<file path="src/rtl/wless_tx_scheduler_if.sv">
// Handshake bundle between the MCU UART receive path, the transmit scheduler and the node UART.
// fill_level/burst_done exist only when WLESS_SCHED_STATUS_EN is defined.
interface wless_tx_scheduler_if #(
    parameter int DATA_WIDTH    = 8
`ifdef WLESS_SCHED_STATUS_EN
    , parameter int FIFO512_DEPTH = 512
`endif
);
    logic                  enable;
    logic                  RX_flag_mcu;
    logic [DATA_WIDTH-1:0] data_from_uart_mcu;
    logic                  TX_flag_node;
    logic                  TX_complete_node;
    logic                  TX_use_node;
    logic [DATA_WIDTH-1:0] data_to_uart_node;
    logic                  AUX_sched;
    logic                  overflow;
    logic [1:0]            state_sched;
`ifdef WLESS_SCHED_STATUS_EN
    logic [$clog2(FIFO512_DEPTH):0] fill_level;
    logic                           burst_done;

    modport master (
        output enable, RX_flag_mcu, data_from_uart_mcu, TX_flag_node, TX_complete_node,
        input  TX_use_node, data_to_uart_node, AUX_sched, overflow, state_sched,
               fill_level, burst_done
    );
    modport slave (
        input  enable, RX_flag_mcu, data_from_uart_mcu, TX_flag_node, TX_complete_node,
        output TX_use_node, data_to_uart_node, AUX_sched, overflow, state_sched,
               fill_level, burst_done
    );
`else
    modport master (
        output enable, RX_flag_mcu, data_from_uart_mcu, TX_flag_node, TX_complete_node,
        input  TX_use_node, data_to_uart_node, AUX_sched, overflow, state_sched
    );
    modport slave (
        input  enable, RX_flag_mcu, data_from_uart_mcu, TX_flag_node, TX_complete_node,
        output TX_use_node, data_to_uart_node, AUX_sched, overflow, state_sched
    );
`endif
endinterface

</file>
<file path="src/rtl/wless_tx_scheduler.sv">
// Transmit scheduler: buffers MCU UART bytes and paces threshold- or gap-triggered bursts into the node UART.
// Define WLESS_SCHED_STATUS_EN to add the fill_level and burst_done status outputs.
module wless_tx_scheduler #(
    parameter int DATA_WIDTH                 = 8,
    parameter int FIFO512_DEPTH              = 512,
    parameter int START_WIRELESS_TRANS_VALUE = 58,
    parameter int END_COUNTER_RX_PACKET      = 960
) (
    input  logic                internal_clk,
    input  logic                rst_n,
    wless_tx_scheduler_if.slave bus
);
    localparam int AW = $clog2(FIFO512_DEPTH);
    localparam int CW = AW + 1;
    localparam int GW = $clog2(END_COUNTER_RX_PACKET + 1);
    localparam int BW = $clog2(START_WIRELESS_TRANS_VALUE + 1);

    localparam logic [CW-1:0] C_DEPTH      = CW'(FIFO512_DEPTH);
    localparam logic [CW-1:0] C_THRESH     = CW'(START_WIRELESS_TRANS_VALUE);
    localparam logic [CW-1:0] C_CNT_ZERO   = {CW{1'b0}};
    localparam logic [CW-1:0] C_CNT_ONE    = {{(CW-1){1'b0}}, 1'b1};
    localparam logic [AW-1:0] C_PTR_ZERO   = {AW{1'b0}};
    localparam logic [AW-1:0] C_PTR_ONE    = {{(AW-1){1'b0}}, 1'b1};
    localparam logic [GW-1:0] C_GAP_ZERO   = {GW{1'b0}};
    localparam logic [GW-1:0] C_GAP_ONE    = {{(GW-1){1'b0}}, 1'b1};
    localparam logic [GW-1:0] C_GAP_LAST   = GW'(END_COUNTER_RX_PACKET - 1);
    localparam logic [BW-1:0] C_BURST_ZERO = {BW{1'b0}};
    localparam logic [BW-1:0] C_BURST_ONE  = {{(BW-1){1'b0}}, 1'b1};
    localparam logic [BW-1:0] C_BURST_LAST = BW'(START_WIRELESS_TRANS_VALUE - 1);

    typedef enum logic [1:0] {
        S_IDLE    = 2'd0,
        S_COLLECT = 2'd1,
        S_SEND    = 2'd2,
        S_DRAIN   = 2'd3
    } state_t;

    state_t                r_state;
    state_t                w_state_nxt;
    logic [DATA_WIDTH-1:0] r_mem [FIFO512_DEPTH];
    logic [AW-1:0]         r_wr_ptr;
    logic [AW-1:0]         r_rd_ptr;
    logic [CW-1:0]         r_count;
    logic [CW-1:0]         w_count_nxt;
    logic [GW-1:0]         r_gap_cnt;
    logic [GW-1:0]         w_gap_nxt;
    logic [BW-1:0]         r_burst_cnt;
    logic [BW-1:0]         w_burst_nxt;
    logic                  r_popped;
    logic                  r_tx_use;
    logic [DATA_WIDTH-1:0] r_tx_data;
    logic                  r_aux;
    logic                  r_overflow;
    logic                  w_full;
    logic                  w_empty;
    logic                  w_wr;
    logic                  w_pop;

    assign w_full  = (r_count == C_DEPTH);
    assign w_empty = (r_count == C_CNT_ZERO);
    assign w_wr    = bus.RX_flag_mcu & bus.enable & ~w_full;
    // r_popped forces a gap cycle so TX_flag_node can reflect the previous strobe before the next pop.
    assign w_pop   = (r_state == S_SEND) & ~w_empty & ~bus.TX_flag_node & ~r_popped;

    // FIFO occupancy after this cycle's write and pop
    always_comb begin
        w_count_nxt = r_count;
        case ({w_wr, w_pop})
            2'b10:   w_count_nxt = r_count + C_CNT_ONE;
            2'b01:   w_count_nxt = r_count - C_CNT_ONE;
            default: w_count_nxt = r_count;
        endcase
    end

    // Scheduler next-state, gap timer and burst counter
    always_comb begin
        w_state_nxt = r_state;
        w_gap_nxt   = r_gap_cnt;
        w_burst_nxt = r_burst_cnt;
        case (r_state)
            S_IDLE: begin
                if (w_wr) begin
                    w_state_nxt = S_COLLECT;
                    w_gap_nxt   = C_GAP_ZERO;
                end else begin
                    w_state_nxt = S_IDLE;
                end
            end
            S_COLLECT: begin
                if (bus.enable) begin
                    if ((r_count >= C_THRESH) || (r_gap_cnt == C_GAP_LAST)) begin
                        w_state_nxt = S_SEND;
                        w_burst_nxt = C_BURST_ZERO;
                    end else begin
                        w_state_nxt = S_COLLECT;
                    end
                    w_gap_nxt = w_wr ? C_GAP_ZERO : (r_gap_cnt + C_GAP_ONE);
                end else begin
                    w_gap_nxt = r_gap_cnt;
                end
            end
            S_SEND: begin
                if (w_pop) begin
                    w_burst_nxt = r_burst_cnt + C_BURST_ONE;
                end else begin
                    w_burst_nxt = r_burst_cnt;
                end
                if ((w_pop && (r_burst_cnt == C_BURST_LAST)) || (w_count_nxt == C_CNT_ZERO)) begin
                    w_state_nxt = S_DRAIN;
                end else begin
                    w_state_nxt = S_SEND;
                end
            end
            S_DRAIN: begin
                if (bus.TX_complete_node) begin
                    if ((r_count >= C_THRESH) && bus.enable) begin
                        w_state_nxt = S_SEND;
                        w_burst_nxt = C_BURST_ZERO;
                    end else if (!w_empty || w_wr) begin
                        // a byte arriving in the exit cycle must not strand the FIFO in IDLE
                        w_state_nxt = S_COLLECT;
                        w_gap_nxt   = C_GAP_ZERO;
                    end else begin
                        w_state_nxt = S_IDLE;
                    end
                end else begin
                    w_state_nxt = S_DRAIN;
                end
            end
            default: begin
                w_state_nxt = S_IDLE;
            end
        endcase
    end

    // State, counters, pointers and registered outputs
    always_ff @(posedge internal_clk) begin
        if (!rst_n) begin
            r_state     <= S_IDLE;
            r_count     <= C_CNT_ZERO;
            r_wr_ptr    <= C_PTR_ZERO;
            r_rd_ptr    <= C_PTR_ZERO;
            r_gap_cnt   <= C_GAP_ZERO;
            r_burst_cnt <= C_BURST_ZERO;
            r_popped    <= 1'b0;
            r_tx_use    <= 1'b0;
            r_tx_data   <= {DATA_WIDTH{1'b0}};
            r_aux       <= 1'b1;
            r_overflow  <= 1'b0;
        end else begin
            r_state     <= w_state_nxt;
            r_count     <= w_count_nxt;
            r_gap_cnt   <= w_gap_nxt;
            r_burst_cnt <= w_burst_nxt;
            r_popped    <= w_pop;
            r_tx_use    <= w_pop;
            r_aux       <= (w_state_nxt == S_IDLE);
            if (w_wr) begin
                r_wr_ptr <= r_wr_ptr + C_PTR_ONE;
            end
            if (w_pop) begin
                r_rd_ptr  <= r_rd_ptr + C_PTR_ONE;
                r_tx_data <= r_mem[r_rd_ptr];
            end
            if (bus.RX_flag_mcu && w_full) begin
                r_overflow <= 1'b1;
            end
        end
    end

    // FIFO storage; contents are discarded on reset through the pointers
    always_ff @(posedge internal_clk) begin
        if (w_wr) begin
            r_mem[r_wr_ptr] <= bus.data_from_uart_mcu;
        end
    end

    assign bus.TX_use_node       = r_tx_use;
    assign bus.data_to_uart_node = r_tx_data;
    assign bus.AUX_sched         = r_aux;
    assign bus.overflow          = r_overflow;
    assign bus.state_sched       = r_state;

`ifdef WLESS_SCHED_STATUS_EN
    logic r_burst_done;

    // One-cycle pulse on every SEND to DRAIN transition
    always_ff @(posedge internal_clk) begin
        if (!rst_n) begin
            r_burst_done <= 1'b0;
        end else begin
            r_burst_done <= (r_state == S_SEND) && (w_state_nxt == S_DRAIN);
        end
    end

    assign bus.fill_level = r_count;
    assign bus.burst_done = r_burst_done;
`endif
endmodule

</file>
<file path="src/flat_wrapper.sv">
// flat-port wrapper written by rule: the top's interface ports become plain ports
module wless_tx_scheduler_flat 
#(
    parameter int DATA_WIDTH                 = 8,
    parameter int FIFO512_DEPTH              = 512,
    parameter int START_WIRELESS_TRANS_VALUE = 58,
    parameter int END_COUNTER_RX_PACKET      = 960
)
  (internal_clk, rst_n, bus_enable, bus_RX_flag_mcu, bus_data_from_uart_mcu, bus_TX_flag_node, bus_TX_complete_node, bus_TX_use_node, bus_data_to_uart_node, bus_AUX_sched, bus_overflow, bus_state_sched);
  wless_tx_scheduler_if #(.DATA_WIDTH(DATA_WIDTH)) bus_i ();
  input  logic internal_clk;
  input  logic rst_n;
  input wire logic [$bits(bus_i.enable)-1:0] bus_enable;
  input wire logic [$bits(bus_i.RX_flag_mcu)-1:0] bus_RX_flag_mcu;
  input wire logic [$bits(bus_i.data_from_uart_mcu)-1:0] bus_data_from_uart_mcu;
  input wire logic [$bits(bus_i.TX_flag_node)-1:0] bus_TX_flag_node;
  input wire logic [$bits(bus_i.TX_complete_node)-1:0] bus_TX_complete_node;
  output wire logic [$bits(bus_i.TX_use_node)-1:0] bus_TX_use_node;
  output wire logic [$bits(bus_i.data_to_uart_node)-1:0] bus_data_to_uart_node;
  output wire logic [$bits(bus_i.AUX_sched)-1:0] bus_AUX_sched;
  output wire logic [$bits(bus_i.overflow)-1:0] bus_overflow;
  output wire logic [$bits(bus_i.state_sched)-1:0] bus_state_sched;
  assign bus_i.enable = bus_enable;
  assign bus_i.RX_flag_mcu = bus_RX_flag_mcu;
  assign bus_i.data_from_uart_mcu = bus_data_from_uart_mcu;
  assign bus_i.TX_flag_node = bus_TX_flag_node;
  assign bus_i.TX_complete_node = bus_TX_complete_node;
  assign bus_TX_use_node = bus_i.TX_use_node;
  assign bus_data_to_uart_node = bus_i.data_to_uart_node;
  assign bus_AUX_sched = bus_i.AUX_sched;
  assign bus_overflow = bus_i.overflow;
  assign bus_state_sched = bus_i.state_sched;
  wless_tx_scheduler #(.DATA_WIDTH(DATA_WIDTH), .FIFO512_DEPTH(FIFO512_DEPTH), .START_WIRELESS_TRANS_VALUE(START_WIRELESS_TRANS_VALUE), .END_COUNTER_RX_PACKET(END_COUNTER_RX_PACKET)) u_core (.internal_clk(internal_clk), .rst_n(rst_n), .bus(bus_i));
endmodule
</file>
<file path="config.mk">
export PLATFORM = sky130hd
export DESIGN_NAME = wless_tx_scheduler_flat
export DESIGN_NICKNAME = d
export VERILOG_FILES = /design/src/rtl/wless_tx_scheduler_if.sv /design/src/rtl/wless_tx_scheduler.sv /design/src/flat_wrapper.sv
export SDC_FILE = /design/constraint.sdc
export NUM_CORES = 2
export LEC_CHECK = 0
export BUFFER_PORTS_ARGS = -buffer_cell sky130_fd_sc_hd__buf_2
export CORE_MARGIN = 4
export CORE_UTILIZATION = 30
export CTS_CLUSTER_DIAMETER = 50
export DETAILED_ROUTE_END_ITERATION = 10
export GPL_ROUTABILITY_DRIVEN = 0
export SLEW_MARGIN = 20
export SYNTH_ARGS = -nofsm -noshare
export SYNTH_HDL_FRONTEND = slang
export SYNTH_SLANG_ARGS = --single-unit
export TNS_END_PERCENT = 10
</file>
<file path="constraint.sdc">
create_clock -name internal_clk -period 4.7 [get_ports internal_clk]
set_input_delay 0.47 -clock internal_clk [delete_from_list [all_inputs] [get_ports internal_clk]]
set_output_delay 0.47 -clock internal_clk [all_outputs]
set_load 0.005 [all_outputs]
</file>
# Word level (Yosys, flattened, before mapping)
# Memories as Yosys holds them, arrays and structs flattened. A register that Yosys moved wholly into a read port is not among the register bits.
# Index checks and enable logic that the tools add are counted.
dict set report word_totals {
  regBits 49
  mem_bits_rw 4096
  elab_cells 82
  memories 1
}
dict set report op_classes {
  add_sub_neg 6
  n_lt_le_gt_ge 1
  eq_ne 16
  mux 24
  n_bitwise 9
  n_reduce_logical 16
}
# memory words word_bits read_ports rd_ports_with_merged_regs wr line
set memory_table {}
lappend memory_table {u_core.r_mem 512 8 1 1 1 wless_tx_scheduler.sv:40} ;# logic [DATA_WIDTH-1:0] r_mem [FIFO512_DEPTH];
# cell n
set ops {}
lappend ops {{$mux 10} 6}
lappend ops {{$mux 6} 5}
lappend ops {{$pmux 10 s3} 1}
lappend ops {{$add 10x1->10 const B} 2}
lappend ops {{$eq 10x10->1 const B} 2}
lappend ops {{$logic_not 10->1} 2}
lappend ops {{$pmux 10 s2} 1}
lappend ops {{$add 9x1->9 const B} 2}
lappend ops {{$pmux 6 s3} 1}
lappend ops {{$reduce_and 6->1} 2}
lappend ops {{$ge 10x6->1 const B} 1}
lappend ops {{$ne 2x1->1 const B} 5}
lappend ops {{$sub 10x1->10 const B} 1}
lappend ops {{$mux 2} 4}
lappend ops {{$pmux 2 s4} 1}
lappend ops {{$add 6x1->6 const B} 1}
lappend ops {{$eq 2x2->1 const B} 3}
lappend ops {{$eq 6x6->1 const B} 1}
lappend ops {{$ne 2x2->1 const B} 3}
lappend ops {{$reduce_bool 3->1} 2}
lappend ops {{$and 1x1->1} 5}
lappend ops {{$mux 1} 5}
lappend ops {{$eq 2x1->1 const B} 2}
lappend ops {{$logic_not 2->1} 2}
lappend ops {{4 further kinds} 12}

# Depth between registers and ports, before layout
dict set report depth {
  depth_word 12
  ltp_mapped 15
  ltp_nobuf 13
}

# Worst setup path before layout
# OpenSTA, ideal clock, no wires.
dict set report synth_timing {
  kind {input port to flip-flop}
  start {in bus_TX_flag_node}
  end {reg u_core.r_state[0], in the netlist u_core.bus.state_sched[0]}
  setup_ns 0.096
  t_arrival_ns 3.515
  path_slack_ns 1.090
  cell_stages 13
  cell_sequence {or4b_4 -> a31o_2 -> inv_2 -> buf_2 -> buf_1 -> ha_1 -> clkbuf_1 -> a41oi_1 -> o211a_1 -> or4b_4 -> a21oi_2 -> xnor2_1 -> o41ai_2}
}
dict set report synth_via {
  elab_chain_cells 9
  word_cells_on_any_way 11
}
# element line
set synth_rtl {}
lappend synth_rtl {{from (decl)} flat_wrapper.sv:16} ;# input wire logic [$bits(bus_i.TX_flag_node)-1:0] bus_TX_flag_node;
lappend synth_rtl {{$not 1->1 *} wless_tx_scheduler.sv:63} ;# assign w_pop = (r_state == S_SEND) & ~w_empty & ~bus.TX_flag_node & ~r_popped;
lappend synth_rtl {{$and 1x1->1 * (2 in series)} wless_tx_scheduler.sv:63}
lappend synth_rtl {{$eq 2x1->1 / $eq 2x2->1 (equally long branches)} wless_tx_scheduler.sv:68} ;# case ({w_wr, w_pop})
lappend synth_rtl {{$pmux 10 s2} wless_tx_scheduler.sv:68}
lappend synth_rtl {{$logic_not 10->1} wless_tx_scheduler.sv:108} ;# if ((w_pop && (r_burst_cnt == C_BURST_LAST)) || (w_count_nxt == C_CNT_ZERO)) begin
lappend synth_rtl {{$logic_or 1x1->1 *} wless_tx_scheduler.sv:108}
lappend synth_rtl {{$mux 1 *} wless_tx_scheduler.sv:108}
lappend synth_rtl {{$pmux 2 s4 *} wless_tx_scheduler.sv:80} ;# case (r_state)
lappend synth_rtl {{to (signal assigned)} wless_tx_scheduler.sv:151} ;# r_state <= w_state_nxt;
lappend synth_rtl {{to (decl)} wless_tx_scheduler.sv:38} ;# state_t r_state;
# Every way passes the cells marked *; elsewhere a longest branch is shown, timed or not.
# A chain may end at the register's enable or synchronous reset.

==> impl_metrics.env <==
export IMPL_status="finished clean"
export IMPL_p_clk_share_pct=45.7
export IMPL_drt_iter0_drc=9878
export IMPL_cts_root_buf="clkbuf_16"
export IMPL_via_count=77000
export IMPL_rsz0062_at_grt="no"
export IMPL_grt_remaining_overflow=0
export IMPL_maxSlewViolCount=0
export IMPL_htree_levels=5
export IMPL_ys_seq_area_share_pct=77.1
export IMPL_cp_end_kind="register"
export IMPL_cp_slowest_cell="a2111oi_0"
export IMPL_first_pass_iters=9
export IMPL_fin_crit_ns=4.53
export IMPL_grt_pass1_vias=78400
export IMPL_synth_edf_count=4096
export IMPL_dieArea_um2=548000
export IMPL_tns_ns=0
export IMPL_place_ws_ns=0.438
export IMPL_grt_usage_pct=14.8
export IMPL_power_leakage_uw=0.0553
export IMPL_async_flop_share_pct=0
export IMPL_num_rows=268
export IMPL_postRouteAntennaNets=0
export IMPL_required_ns=5.57
export IMPL_wirelength_um=418000
export IMPL_cts_buffer_depth=4
export IMPL_vias_per_cell=5.13
export IMPL_critPathLaunchType="register"
export IMPL_timing_hold_ws_ns=0.0989
export IMPL_cts_tree="done"
export IMPL_critPathMaxFanout=37
export IMPL_fin_ws_ns=0.169
export IMPL_slowest_delay_ns=1.03
export IMPL_avgSynthCellArea_um2=22.6
export IMPL_dp_cells=14200
export IMPL_path_class="register to register"
export IMPL_swShare_pct=20.1
export IMPL_fp_dieW_um=741
export IMPL_power_frac_comb_pct=1.1
export IMPL_io_pins=27
export IMPL_numPortBuffers=26
export IMPL_syn_cell_area_um2=161000
export IMPL_grt_pass1_wl_um=597000
export IMPL_cts_buffers=434
export IMPL_power_density_nw_per_um2=409
export IMPL_finalSetupViolations=0
export IMPL_synth_seq_cells=4153
export IMPL_holdCritPathClass="input port to register"
export IMPL_drc=0
export IMPL_numClockSinks=4153
export IMPL_core_area_um2=534000
export IMPL_path_cells="buf_12 -> buf_12 -> mux4_2 -> mux4_2 -> a22o_1 -> a2111oi_0 -> buf_4 -> nor3_1 -> nand3_1 -> a31oi_1"
export IMPL_switching_power_uw=15300
export IMPL_synthCells=7112
export IMPL_fin_cells=15000
export IMPL_cp_arrival_ns=5.41
export IMPL_dp_hpwl_um=257000
export IMPL_cts_repair_resized=0
export IMPL_antenna_found_initial=22
export IMPL_max_freq_mhz=221
export IMPL_post_drt_wl_per_cell_um=27.8
export IMPL_peakVddDrop_mv=0.326
export IMPL_internal_power_uw=61100
export IMPL_total_power_uw=76400
export IMPL_synth_nets=7136
export IMPL_fin_crit_sh_pct=96.4
export IMPL_area_growth_syn_to_layout_pct=15.9
export IMPL_finalHoldViolCount=0
export IMPL_clk_pin_slew_worst_paths_ns=0.06
export IMPL_max_cap_viol_count=0
export IMPL_tightestPinTransition_ns=1.32
export IMPL_fill_cells=48800
export IMPL_drive_gt1_share_pct=29.4
export IMPL_grt_max_degree=163
export IMPL_seqPwrFrac_pct=53.2
export IMPL_initial_core_util_pct=30.2
export IMPL_maxSlewHeadroom_pct=9.49
export IMPL_yosysUniqueCellTypes=75
export IMPL_fin_skew_ns=0.0952
export IMPL_die_y_um=741
export IMPL_nets=7490
export IMPL_synth_ff_type="edfxtp_1"
export IMPL_clock_latency_ns=0.99
export IMPL_synth_warnings=0
==> flip-flops by register name, indices dropped and copies added (netlist names) <==
| register | count |
|---|---|
| u_core.bus.AUX_sched | 1 |
| u_core.bus.data_to_uart_node | 8 |
| u_core.bus.overflow | 1 |
| u_core.bus.state_sched | 2 |
| u_core.r_burst_cnt | 6 |
| u_core.r_count | 10 |
| u_core.r_gap_cnt | 10 |
| u_core.r_mem | 4096 |
| u_core.r_popped | 1 |
| u_core.r_rd_ptr | 9 |
| u_core.r_wr_ptr | 9 |
==> synthesized netlist by cell type (6+ instances only) <==
cell,number,area share [%]
edfxtp_1,4096,76
mux4_2,1264,18
nor2_1,602,1.4
clkbuf_1,215,0.50
nand2_1,156,0.36
buf_2,139,0.43
dfxtp_1,57,0.71
a22oi_1,56,0.26
mux2i_1,49,0.30
nand3_1,47,0.15
buf_1,44,0.10
a21oi_1,38,0.12
o21ai_0,26,0.081
buf_4,25,0.12
and3_1,22,0.085
nand4_1,19,0.074
nor3_1,19,0.059
xor2_1,19,0.10
xnor2_1,17,0.092
a31oi_1,16,0.062
inv_1,14,0.033
and2_1,10,0.039
ha_1,10,0.078
nor4_1,10,0.039
nand2b_1,9,0.035
o211ai_1,9,0.042
a211oi_1,8,0.037
a221oi_1,8,0.044
inv_2,7,0.016
nor3b_1,7,0.033
a21o_1,6,0.028
==> power by group through the flow <==
stage          clock [uW]  combinational [uW]  sequential, uW
2_1_floorplan           0                66.7           41500
3_3_place_gp            0                 781           41500
3_5_place_dp            0                 839           41500
4_1_cts             35400                 843           40700
5_1_grt             37100                 894           40700
6_report            34900                 833           40700
==> logic make-up after synthesis <==
group	after synthesis	synth area share, %
XOR/XNOR	36	0.196
AO/OA/AOI/OAI	221	0.972
AND/OR/NAND/NOR	928	2.41
flip-flops	4153	77.1
buffers and inverters	448	1.22
adder cells (fa/ha/maj)	10	0.0777
multiplexers	1316	18.0
==> through the flow <==
| stage | instance area [um2] | util, % |
|---|---|---|
| floorplan | 161000 | - |
| global placement | 172000 | 32.2 |
| detailed placement | 172000 | 32.2 |
| finish | 187000 | 35.0 |
| global route | 187000 | 35.0 |
| CTS | 187000 | 35.0 |
==> final timing paths <==
path                                        start                               to  slack (ns)  depth (start not counted)
setup / recovery               u_core.r_rd_ptr[0]  u_core.bus.data_to_uart_node[4]        0.17                         10
setup reg to reg               u_core.r_rd_ptr[0]  u_core.bus.data_to_uart_node[4]        0.17                         10
hold / removal          bus_data_from_uart_mcu[4]             u_core.r_mem[490][4]         0.1                          1
hold reg to reg   u_core.bus.data_to_uart_node[0]  u_core.bus.data_to_uart_node[0]        0.47                          2
==> worst max-delay path: cells and delay by family, from the launching register on <==
| kind | cells | cell delay (ns) |
|---|---|---|
| muxes | 2 | 1.17 |
| AOI/OAI and AO/OA | 3 | 1.41 |
| DFF | 1 | 0.63 |
| buffers and inverters | 3 | 0.93 |
| and+or+nand+nor | 2 | 0.19 |
==> routing by layer <==
metal / global-route usage, % / vias to the layer above / wire length (um)
li1: - / 30800 / -
met1: 20.4 / 41900 / 169000
met2: 23.8 / 3580 / 200000
met3: 2.96 / 705 / 35000
met4: 4.49 / 12 / 13300
met5: 0 / - / 80
==> layout by cell type (no fill, tap or decap), types with 10 or more instances in the layout <==
cell type,n
clkinv_2,73
clkinv_16,10
inv_1,14
clkbuf_16,438
nand2_4,16
mux4_2,1264
clkinv_1,97
xor2_1,19
inv_6,12
inv_8,11
a31oi_1,16
bufinv_16,56
ha_1,10
and3_1,22
buf_4,218
a21oi_1,38
clkinv_8,10
nor3_1,18
dfxtp_1,51
nand4_1,19
a22oi_1,56
buf_2,18
nor4_1,10
o21ai_0,26
edfxtp_1,4096
mux2i_1,49
clkbuf_1,63
clkinvlp_4,28
buf_12,91
nand2_1,140
nand3_1,47
xnor2_1,17
nor2_1,596
==> what timing repair did <==
item | CTS | global route
hold buffers | 8 | 0
buffers inserted | 0 | 0
endpoints found under the hold margin | 83 | 0
==> area by class of cell <==
cell class / instances / area [um2] / area share [%]
Clock inverter: 306 / 3420 / 1.83
Sequential cell: 4153 / 124000 / 66.5
Inverter: 22 / 92.6 / 0.0496
Clock buffer: 503 / 11200 / 6.01
Tap cell: 7155 / 8950 / 4.80
Antenna cell: 4 / 10.0 / 0.00536
Timing Repair Buffer: 344 / 3750 / 2.01
Multi-Input combinational cell: 2511 / 35100 / 18.8
Note: power is estimated with default switching activity, not from simulation.
